File: src/rtl/riscv_lsu_pkg.sv
// Shared LSU types: LDST size codes, FSM states and the access legality rule.
// No logic of its own; imported by the LSU top and its load aligner.
package riscv_lsu_pkg;

    localparam logic [2:0] LDST_B  = 3'd0;
    localparam logic [2:0] LDST_H  = 3'd1;
    localparam logic [2:0] LDST_W  = 3'd2;
    localparam logic [2:0] LDST_BU = 3'd4;
    localparam logic [2:0] LDST_HU = 3'd5;

    typedef enum logic [1:0] {
        IDLE,
        WAIT_GNT,
        WAIT_RVALID
    } lsu_state_e;

    // Unknown size codes (3, 6, 7) are treated as faults, not as word accesses.
    function automatic logic access_err(input logic [2:0] size, input logic [1:0] off);
        case (size)
            LDST_B, LDST_BU: access_err = 1'b0;
            LDST_H, LDST_HU: access_err = off[0];
            LDST_W:          access_err = (off != 2'b00);
            default:         access_err = 1'b1;
        endcase
    endfunction

endpackage

File: src/rtl/riscv_lsu_rdata_align.sv
// Load extraction: picks the byte/halfword at the given offset and extends it.
// Purely combinational, zero latency; no flow control.
module riscv_lsu_rdata_align
    import riscv_lsu_pkg::*;
(
    input  logic [31:0] rdata_i,
    input  logic [1:0]  offset_i,
    input  logic [2:0]  size_i,
    output logic [31:0] data_o
);

    logic [7:0]  byte_sel;
    logic [15:0] half_sel;

    always_comb begin
        case (offset_i)
            2'd0:    byte_sel = rdata_i[7:0];
            2'd1:    byte_sel = rdata_i[15:8];
            2'd2:    byte_sel = rdata_i[23:16];
            default: byte_sel = rdata_i[31:24];
        endcase
        half_sel = offset_i[1] ? rdata_i[31:16] : rdata_i[15:0];

        case (size_i)
            LDST_B:  data_o = {{24{byte_sel[7]}}, byte_sel};
            LDST_BU: data_o = {24'b0, byte_sel};
            LDST_H:  data_o = {{16{half_sel[15]}}, half_sel};
            LDST_HU: data_o = {16'b0, half_sel};
            default: data_o = rdata_i;
        endcase
    end

endmodule

File: src/rtl/riscv_lsu.sv
// Load/store unit: issues core accesses on the data bus, aligns loads, flags faults.
// Latency 2 cycles minimum (gnt in issue cycle, rvalid next); stalls the core until rvalid.
module riscv_lsu
    import riscv_lsu_pkg::*;
(
    input  logic        clk_i,
    input  logic        rst_i,
    input  logic        lsu_req_i,
    input  logic        lsu_we_i,
    input  logic [2:0]  lsu_size_i,
    input  logic [31:0] lsu_addr_i,
    input  logic [31:0] lsu_data_i,
    output logic [31:0] lsu_data_o,
    output logic        lsu_stall_req_o,
    output logic        lsu_err_o,
    output logic        data_req_o,
    output logic        data_we_o,
    output logic [3:0]  data_be_o,
    output logic [31:0] data_addr_o,
    output logic [31:0] data_wdata_o,
    input  logic        data_gnt_i,
    input  logic        data_rvalid_i,
    input  logic [31:0] data_rdata_i
);

    lsu_state_e state_q, state_d;
    logic [1:0] offset_q, offset_d;
    logic [2:0] size_q, size_d;
    logic       bad_access;
    logic       issue;
    logic       done;

    always_comb begin
        bad_access = access_err(lsu_size_i, lsu_addr_i[1:0]);
        done       = (state_q == WAIT_RVALID) && data_rvalid_i;

        lsu_err_o  = !rst_i && lsu_req_i && bad_access && (state_q == IDLE);
        data_req_o = !rst_i && (((state_q == IDLE) && lsu_req_i && !bad_access)
                                || (state_q == WAIT_GNT));
        issue      = data_req_o && data_gnt_i;

        // The core keeps its request asserted through reset, so it stays held.
        lsu_stall_req_o = rst_i ? lsu_req_i : (lsu_req_i && !bad_access && !done);

        data_we_o   = lsu_we_i;
        data_addr_o = {lsu_addr_i[31:2], 2'b00};
        case (lsu_size_i)
            LDST_B, LDST_BU: begin
                data_be_o    = 4'b0001 << lsu_addr_i[1:0];
                data_wdata_o = {4{lsu_data_i[7:0]}};
            end
            LDST_H, LDST_HU: begin
                data_be_o    = 4'b0011 << {lsu_addr_i[1], 1'b0};
                data_wdata_o = {2{lsu_data_i[15:0]}};
            end
            default: begin
                data_be_o    = 4'b1111;
                data_wdata_o = lsu_data_i;
            end
        endcase

        offset_d = issue ? lsu_addr_i[1:0] : offset_q;
        size_d   = issue ? lsu_size_i : size_q;

        state_d = state_q;
        case (state_q)
            IDLE:        if (data_req_o) state_d = data_gnt_i ? WAIT_RVALID : WAIT_GNT;
            WAIT_GNT:    if (data_gnt_i) state_d = WAIT_RVALID;
            WAIT_RVALID: if (data_rvalid_i) state_d = IDLE;
            default:     state_d = IDLE;
        endcase
    end

    always_ff @(posedge clk_i) begin
        if (rst_i) begin
            state_q  <= IDLE;
            offset_q <= 2'b00;
            size_q   <= LDST_B;
        end else begin
            state_q  <= state_d;
            offset_q <= offset_d;
            size_q   <= size_d;
        end
    end

    riscv_lsu_rdata_align u_rdata_align (
        .rdata_i  (data_rdata_i),
        .offset_i (offset_q),
        .size_i   (size_q),
        .data_o   (lsu_data_o)
    );

endmodule

File: config.mk
export PLATFORM = sky130hd
export DESIGN_NAME = riscv_lsu
export DESIGN_NICKNAME = d
export VERILOG_FILES = /design/src/rtl/riscv_lsu_pkg.sv /design/src/rtl/riscv_lsu_rdata_align.sv /design/src/rtl/riscv_lsu.sv
export SDC_FILE = /design/constraint.sdc
export NUM_CORES = 1
export LEC_CHECK = 0
export ABC_CLOCK_PERIOD_IN_PS = 1700
export CORE_MARGIN = 2
export CORE_UTILIZATION = 25
export DETAILED_ROUTE_END_ITERATION = 7
export HOLD_SLACK_MARGIN = 0.1
export PLACE_DENSITY = 0.89
export SETUP_SLACK_MARGIN = 0.1
export SKIP_CTS_REPAIR_TIMING = 1
export SYNTH_ARGS = -nofsm -noshare
export SYNTH_HDL_FRONTEND = slang
export SYNTH_SLANG_ARGS = --single-unit
File: constraint.sdc
create_clock -name clk_i -period 1.7 [get_ports clk_i]
set_input_delay 0.34 -clock clk_i [delete_from_list [all_inputs] [get_ports clk_i]]
set_output_delay 0.34 -clock clk_i [all_outputs]
set_load 0.02 [all_outputs]
==> results of run 1 <==
-- area by class of cell --
class	instances	area (um2)	share of cell area
Timing Repair Buffer	216	2200	0.551
Clock buffer	4	45.0	0.0113
Inverter	20	75.1	0.0188
Multi-Input combinational cell	140	1410	0.352
Sequential cell	7	150	0.0375
Tap cell	96	120	0.0300
-- cell usage in the layout, fill, tap and decap left out, drive strengths merged --
cell,instances
nand2b,1
a22o,12
and3,1
mux2i,10
o31a,1
o21bai,2
buf,107
inv,20
o21ba,1
nor4,3
o21ai,8
a221o,8
a22oi,1
and4,1
dfxtp,7
o21a,1
conb,2
o22a,14
a221oi,1
dlymetal6s2s,63
nor2,9
nor3b,1
clkdlybuf4s50,35
mux2,18
mux4,7
nor3,1
nor2b,2
a21o,2
o32ai,1
a21oi,21
a31oi,1
nand2,10
clkbuf,15
-- flip-flops by register name (all words and copies together) (netlist names) --
register and cells:
offset_q 2, size_q 3, state_q 2
-- worst paths after layout --
path	startpoint	to	slack [ns]	depth (start not counted)
worst max-delay path	offset_q[1]$_SDFFE_PP0P_	lsu_data_o[11]	-0.48	6
worst min-delay path	lsu_size_i[2]	size_q[2]$_SDFFE_PP0P_	0.44	3
worst max register to register	state_q[0]$_SDFFE_PP0P_	offset_q[1]$_SDFFE_PP0P_	0.49	3
worst min register to register	state_q[1]$_SDFFE_PP0P_	state_q[0]$_SDFFE_PP0P_	0.62	1
-- cells by family (layout without fill, tap and decap cells) --
kind of cell	Yosys count	after routing	share of synthesized area
compound gates	74	74	0.311
simple gates	29	29	0.0875
flops	7	7	0.0784
other cells	1	2	0.00210
buf+inv	76	240	0.263
mux	35	35	0.258
-- critical path, delay by kind of cell, from the launching register on --
kind / cells / cell delay, ns
flops: 1 / 0.39
buf+inv: 2 / 0.28
compound gates: 1 / 0.32
mux: 2 / 0.54
simple gates: 1 / 0.07
-- through the flow --
stage | cell area, um2 | worst slack (ns)
after floorplan | 1920 | -0.0227
after global placement | 3600 | -1.07
after CTS | 3640 | -1.23
final | 4000 | -0.476
after global routing | 4000 | -0.502
after detailed placement | 3600 | -1.21
-- power groups by stage --
stage	combinational, mW	clock, mW	sequential, mW
floorplan	0.760	0	0.181
global route	1.48	0.248	0.188
CTS	1.36	0.236	0.186
detailed placement	1.35	0	0.189
global placement	1.33	0	0.189
finish	1.41	0.228	0.187
-- synthesized netlist by cell type, types with 5 or more instances --
cell and number:
o21ai_0 8, mux4_2 7, nand2_1 10, a22o_1 11
a21oi_1 19, o22a_1 14, clkbuf_1 5, a221o_2 5
inv_1 19, buf_4 41, nor2_1 8, buf_2 7
dfxtp_1 7, mux2_2 18, mux2i_1 10
-- per-layer routing --
layer / global-route usage / vias up / wire length [um]
li1: - / 1109 / -
met1: 0.215 / 1140 / 3230
met4: 0.0496 / 0 / 93
met2: 0.359 / 143 / 4790
met5: 0 / - / 0
met3: 0.0457 / 13 / 684
==> summary.md, run 1 <==
| Metric | Value |
|---|---|
| Outcome | `finished, violations left` |
| Violated checks | `negative setup slack` |
| Cell Chain, Critical Path | `mux2_4 > mux2i_4 > nor4_4 > buf_6 > a221o_2 > buf_6` |
| Number of synthesized flops with an enable pin | `0` |
| Leak | `2.25 nW` |
| Setup_tns | `-12.34 ns` |
| CP Class | `reg -> out` |
| Ant diodes | `0` |
| Share of layout cells above drive strength 1 | `0.509` |
| CTS tree | `done` |
| Avg Vias per Cell | `4.98` |
| Root Buffer | `clkbuf_8` |
| VDD IR-drop max | `182 uV` |
| Initial Util | `0.260` |
| Top cell type's share of synthesized area | `0.172` |
| Placer Congestion | `0.859` |
| DPL Wire Length | `6590 um` |
| Die H | `88.5 um` |
| DRT antenna net count | `0` |
| Period utilization | `1.28` |
| Share of power burned in registers | `0.102` |
| Worst setup SP type | `register` |
| Net Switching | `0.735 mW` |
| Cells after Synth | `222` |
| WL final | `8800 um` |
| Buffers on Ports | `144` |
| Layout fillers | `591` |
| Drt drc | `0` |
| Die area | `7840 um2` |
| Setup violations, final | `32` |
| Final min period | `2.18 ns` |
| Largest area contributor in the netlist | `buf_4` |
| WP data required | `1.36 ns` |
| Standard-cell rows | `30` |
| Final Util | `0.582` |
| H-tree lvl count | `1` |
| First-pass GRT wire length | `12000 um` |
| Worst-Skew Late Latency | `0.22 ns` |
| Clk slew on worst S/H paths | `0.04 ns` |
| Drt first pass iters | `4` |
| Number of synthesized register bits | `7` |
| Area Overhead vs Synth | `124%` |
| Synthesized area per cell | `8.05 um2` |
| CTS Buf Count | `3` |
| Synth cell types | `39` |
| Seq/Total Area, Yosys | `0.0784` |
| Synth Cell Area | `1790 um2` |
| Iteration-0 DRC Markers | `92` |
| Via Count | `2405` |
| # IOs | `209` |
| Die width | `88.5 um` |
| Final hold viol count | `0` |
| Initial antenna violation count | `0` |
| Number of global-route vias before repair | `2376` |
| Sw frac | `0.402` |
| Worst Hold Class | `in -> reg` |
| Dominant synthesized flop cell | `dfxtp_1` |
| Hold WS | `0.438 ns` |
| Final Total Pwr | `1.83 mW` |
| Crit-path slowest cell | `dfxtp_4` |
| Internal power | `1.09 mW` |
| Max incr delay on CP | `0.39 ns` |
| Combinational share of power | `0.773` |
| Crit-path max FO | `7` |
| Ys Warns | `0` |
| Setup WS post-layout | `-0.476 ns` |
| Final slew viol count | `0` |
| Cell count after placement | `471` |
| Clk buf depth | `2` |
| Clock network power share | `0.125` |
| Max Fclk | `460 MHz` |
| CP Capture Type | `output pin` |
| Ranking of synthesized cells by area | `buf_4 17%, mux2_2 11%, mux4_2 8.8%, dfxtp_1 7.8%, o22a_1 6.9%` |
| CP dominant cell by count | `buf_6` |
| Congestion Overflow GR | `0` |
| Total track usage | `0.191` |
| Largest net degree at the start of global routing | `24` |
| Sink Count | `7` |
| Asr flop ratio synth | `0` |
| Core ar. | `6870 um2` |
| WP data arrival | `1.84 ns` |
| Layout Cells excl Fill | `483` |
| Nets | `493` |
| Unrepaired setup endpoints after global routing | `yes` |
| Max Cap Viol | `0` |
| Power Density | `457 nW/um2` |
| Clock Skews | `0.00214 ns` |
| Wirelength per Cell | `18.2 um` |
Power figures use the tool's default switching activity.
==> inputs of run 2 (changes only) <==
--- a/config.mk
+++ b/config.mk
@@ -6,13 +6,16 @@
 export NUM_CORES = 1
 export LEC_CHECK = 0
 export ABC_CLOCK_PERIOD_IN_PS = 1700
+export CAP_MARGIN = 20
 export CORE_MARGIN = 2
 export CORE_UTILIZATION = 25
 export DETAILED_ROUTE_END_ITERATION = 7
 export HOLD_SLACK_MARGIN = 0.1
 export PLACE_DENSITY = 0.89
+export REMOVE_ABC_BUFFERS = 1
 export SETUP_SLACK_MARGIN = 0.1
 export SKIP_CTS_REPAIR_TIMING = 1
+export SLEW_MARGIN = 20
 export SYNTH_ARGS = -nofsm -noshare
 export SYNTH_HDL_FRONTEND = slang
 export SYNTH_SLANG_ARGS = --single-unit
==> run 2 against run 1 <==
Compared with the run above: the run still ends with negative setup slack left; setup slack worse by 0.040 ns; first-iteration DRC count is 11% lower; cell count is 0.41% higher; global-route usage is 0.13 points higher; hold slack worse by 0.0041 ns; largest cell class unchanged; largest power group unchanged; highest routed layer is now met5.
==> summary.md, run 2 (synthesis gave the netlist of run 1 again) <==
| Metric | Value |
|---|---|
| Outcome | `finished, violations left` |
| Violated checks | `negative setup slack` |
| Placer Congestion | `0.862 (+0.35%)` |
| Layout fillers | `564 (-4.6%)` |
| Worst hold path startpoint | `lsu_size_i[2]` |
| Initial antenna violation count | `1 (+1)` |
| Iteration-0 DRC Markers | `82 (-11%)` |
| R2r worst-path depth | `3 (unchanged)` |
| DPL Wire Length | `6680 um (+1.4%)` |
| Reg2Reg Setup Slack | `0.44 ns (-0.05 ns)` |
| Nets | `494 (+0.20%)` |
| Period utilization | `1.30 (+0.0234)` |
| Unrepaired setup endpoints after global routing | `yes` |
| Root Buffer | `clkbuf_8` |
| Share of power burned in registers | `0.101 (about the same)` |
| Wirelength per Cell | `18.2 um (-0.19%)` |
| Top Registers | `size_q (3), offset_q (2), state_q (2)` |
| Reg2reg start | `state_q[0]$_SDFFE_PP0P_` |
| WL final | `8820 um (+0.23%)` |
| H-tree lvl count | `1 (unchanged)` |
| Setup_tns | `-13.49 ns (-1.15 ns)` |
| Sink Count | `7 (unchanged)` |
| Avg Vias per Cell | `5.15 (+3.4%)` |
| Multi-input gate area | `1400 um2 (-0.71%)` |
| CTS tree | `done` |
| Area Overhead vs Synth | `118%` |
| CP Capture Type | `output pin` |
| Max Fclk | `451 MHz (-1.8%)` |
| Hold depth | `3 (unchanged)` |
| Leak | `2.00 nW (-11%)` |
| Setup violations, final | `32 (unchanged)` |
| Number of global-route vias before repair | `2435 (+2.5%)` |
| CTS Buf Count | `3 (unchanged)` |
| Clock Skews | `0.000693 ns (-0.00145 ns)` |
| Die area | `7840 um2 (unchanged)` |
| Crit-path max FO | `7 (unchanged)` |
| Hold endpoint | `size_q[2]$_SDFFE_PP0P_` |
| Final slew viol count | `0 (unchanged)` |
| # IOs | `209 (unchanged)` |
| Clk slew on worst S/H paths | `0.04 ns (about the same)` |
| DRT antenna net count | `0 (unchanged)` |
| Via Count | `2498 (+3.9%)` |
| Most flops, register | `size_q` |
| Worst-Skew Late Latency | `0.23 ns (about the same)` |
| Core ar. | `6870 um2 (unchanged)` |
| Largest net degree at the start of global routing | `22 (-8.3%)` |
| Total track usage | `0.192 (+0.00130)` |
| Buffers on Ports | `144 (unchanged)` |
| Net Switching | `0.743 mW (+1.1%)` |
| Sw frac | `0.403 (+0.000858)` |
| Most frequent cells in the layout | `70 x buf_4, 48 x clkdlybuf4s50_1, 37 x dlymetal6s2s_1` |
| Internal power | `1.10 mW (+0.71%)` |
| Final min period | `2.22 ns (+0.0398 ns)` |
| Final hold viol count | `0 (unchanged)` |
| CP Class | `reg -> out` |
| Congestion Overflow GR | `0 (unchanged)` |
| Largest register FFs | `3 (unchanged)` |
| WP data required | `1.36 ns (about the same)` |
| Initial Util | `0.260 (unchanged)` |
| Worst Hold Class | `in -> reg` |
| Die H | `88.5 um (unchanged)` |
| Hold WS | `0.434 ns (-0.00411 ns)` |
| Standard-cell rows | `30 (unchanged)` |
| Drt drc | `0 (unchanged)` |
| Drt first pass iters | `5 (+1)` |
| Max Cap Viol | `0 (unchanged)` |
| VDD IR-drop max | `170 uV (-6.2%)` |
| Setup WS post-layout | `-0.516 ns (-0.0398 ns)` |
| Reg2reg end | `offset_q[1]$_SDFFE_PP0P_` |
| Clk buf depth | `2 (unchanged)` |
| Seq. cell area | `145 um2 (-3.3%)` |
| Power Density | `474 nW/um2 (+3.8%)` |
| Share of layout cells above drive strength 1 | `0.513 (+0.00384)` |
| Die width | `88.5 um (unchanged)` |
| Worst setup SP type | `register` |
| First-pass GRT wire length | `11600 um (-3.3%)` |
| WP data arrival | `1.88 ns (+0.04 ns)` |
| Clock network power share | `0.128 (+0.003)` |
| Commonest non-fill, non-tap cell in the layout | `buf_4` |
| Combinational share of power | `0.772 (about the same)` |
run 2: cell types whose count changed in the layout (fill, tap and decap cells not counted), sizes merged:
| cell | change |
|---|---|
| clkdlybuf4s50 | +13 |
| o21ba | +1 |
| dlymetal6s2s | -26 |
| diode | +1 |
| buf | +13 |
run 2: worst max path at each step:
stage                                   startpoint        endpoint  slack (ns)  cells past startpoint
after floorplan             size_q[1]$_SDFFE_PP0P_  lsu_data_o[10]       -0.42                      3
after global placement            data_rdata_i[15]  lsu_data_o[13]       -1.06                      6
after detailed placement          data_rdata_i[31]  lsu_data_o[13]       -1.12                      6
after CTS                         data_rdata_i[31]  lsu_data_o[13]       -1.13                      6
after global routing      offset_q[1]$_SDFFE_PP0P_  lsu_data_o[13]       -0.54                      6
final                     offset_q[1]$_SDFFE_PP0P_  lsu_data_o[13]       -0.52                      6
run 2: final cells by class:
cell class	count	share of cell area
Timing Repair Buffer	216	0.541
Multi-Input combinational cell	141	0.360
Sequential cell	7	0.0373
Tap cell	96	0.0309
Inverter	20	0.0193
Clock buffer	4	0.0116
Antenna cell	1	0.000644
run 2: worst max-delay path, stage by stage, from the launching register on:
cell and delay [ns]:
dfxtp_4 0.39, mux2_4 0.34, mux2i_4 0.20, nor4_4 0.07, buf_4 0.18, a221o_2 0.32, buf_6 0.14
run 2: stage by stage:
stage               std cells  total power, mW  setup WS (ns)  instance area (um2)  utilization
global placement          465             1.44          -1.06                 3440        0.501
detailed placement        465             1.46          -1.12                 3440        0.501
global route              485             1.93         -0.537                 3890        0.566
finish                    485             1.84         -0.516                 3890        0.566
floorplan                 167            0.708         -0.424                 1400            -
CTS                       469             1.71          -1.13                 3490        0.508
run 2: power by group through the flow:
stage,clock (mW),combinational (mW),sequential [mW]
2_1_floorplan,0,0.511,0.197
3_3_place_gp,0,1.26,0.185
3_5_place_dp,0,1.28,0.186
4_1_cts,0.238,1.28,0.183
5_1_grt,0.251,1.50,0.186
6_report,0.235,1.42,0.186
run 2: layer usage:
layer	vias to the layer above	routed length, um	part of all wire	GRT usage
li1	1118	-	-	-
met2	202	4240	0.48	0.334
met4	2	142	0.016	0.0289
met1	1157	3260	0.37	0.208
met3	19	1140	0.13	0.102
met5	-	49	0.0056	0.0649
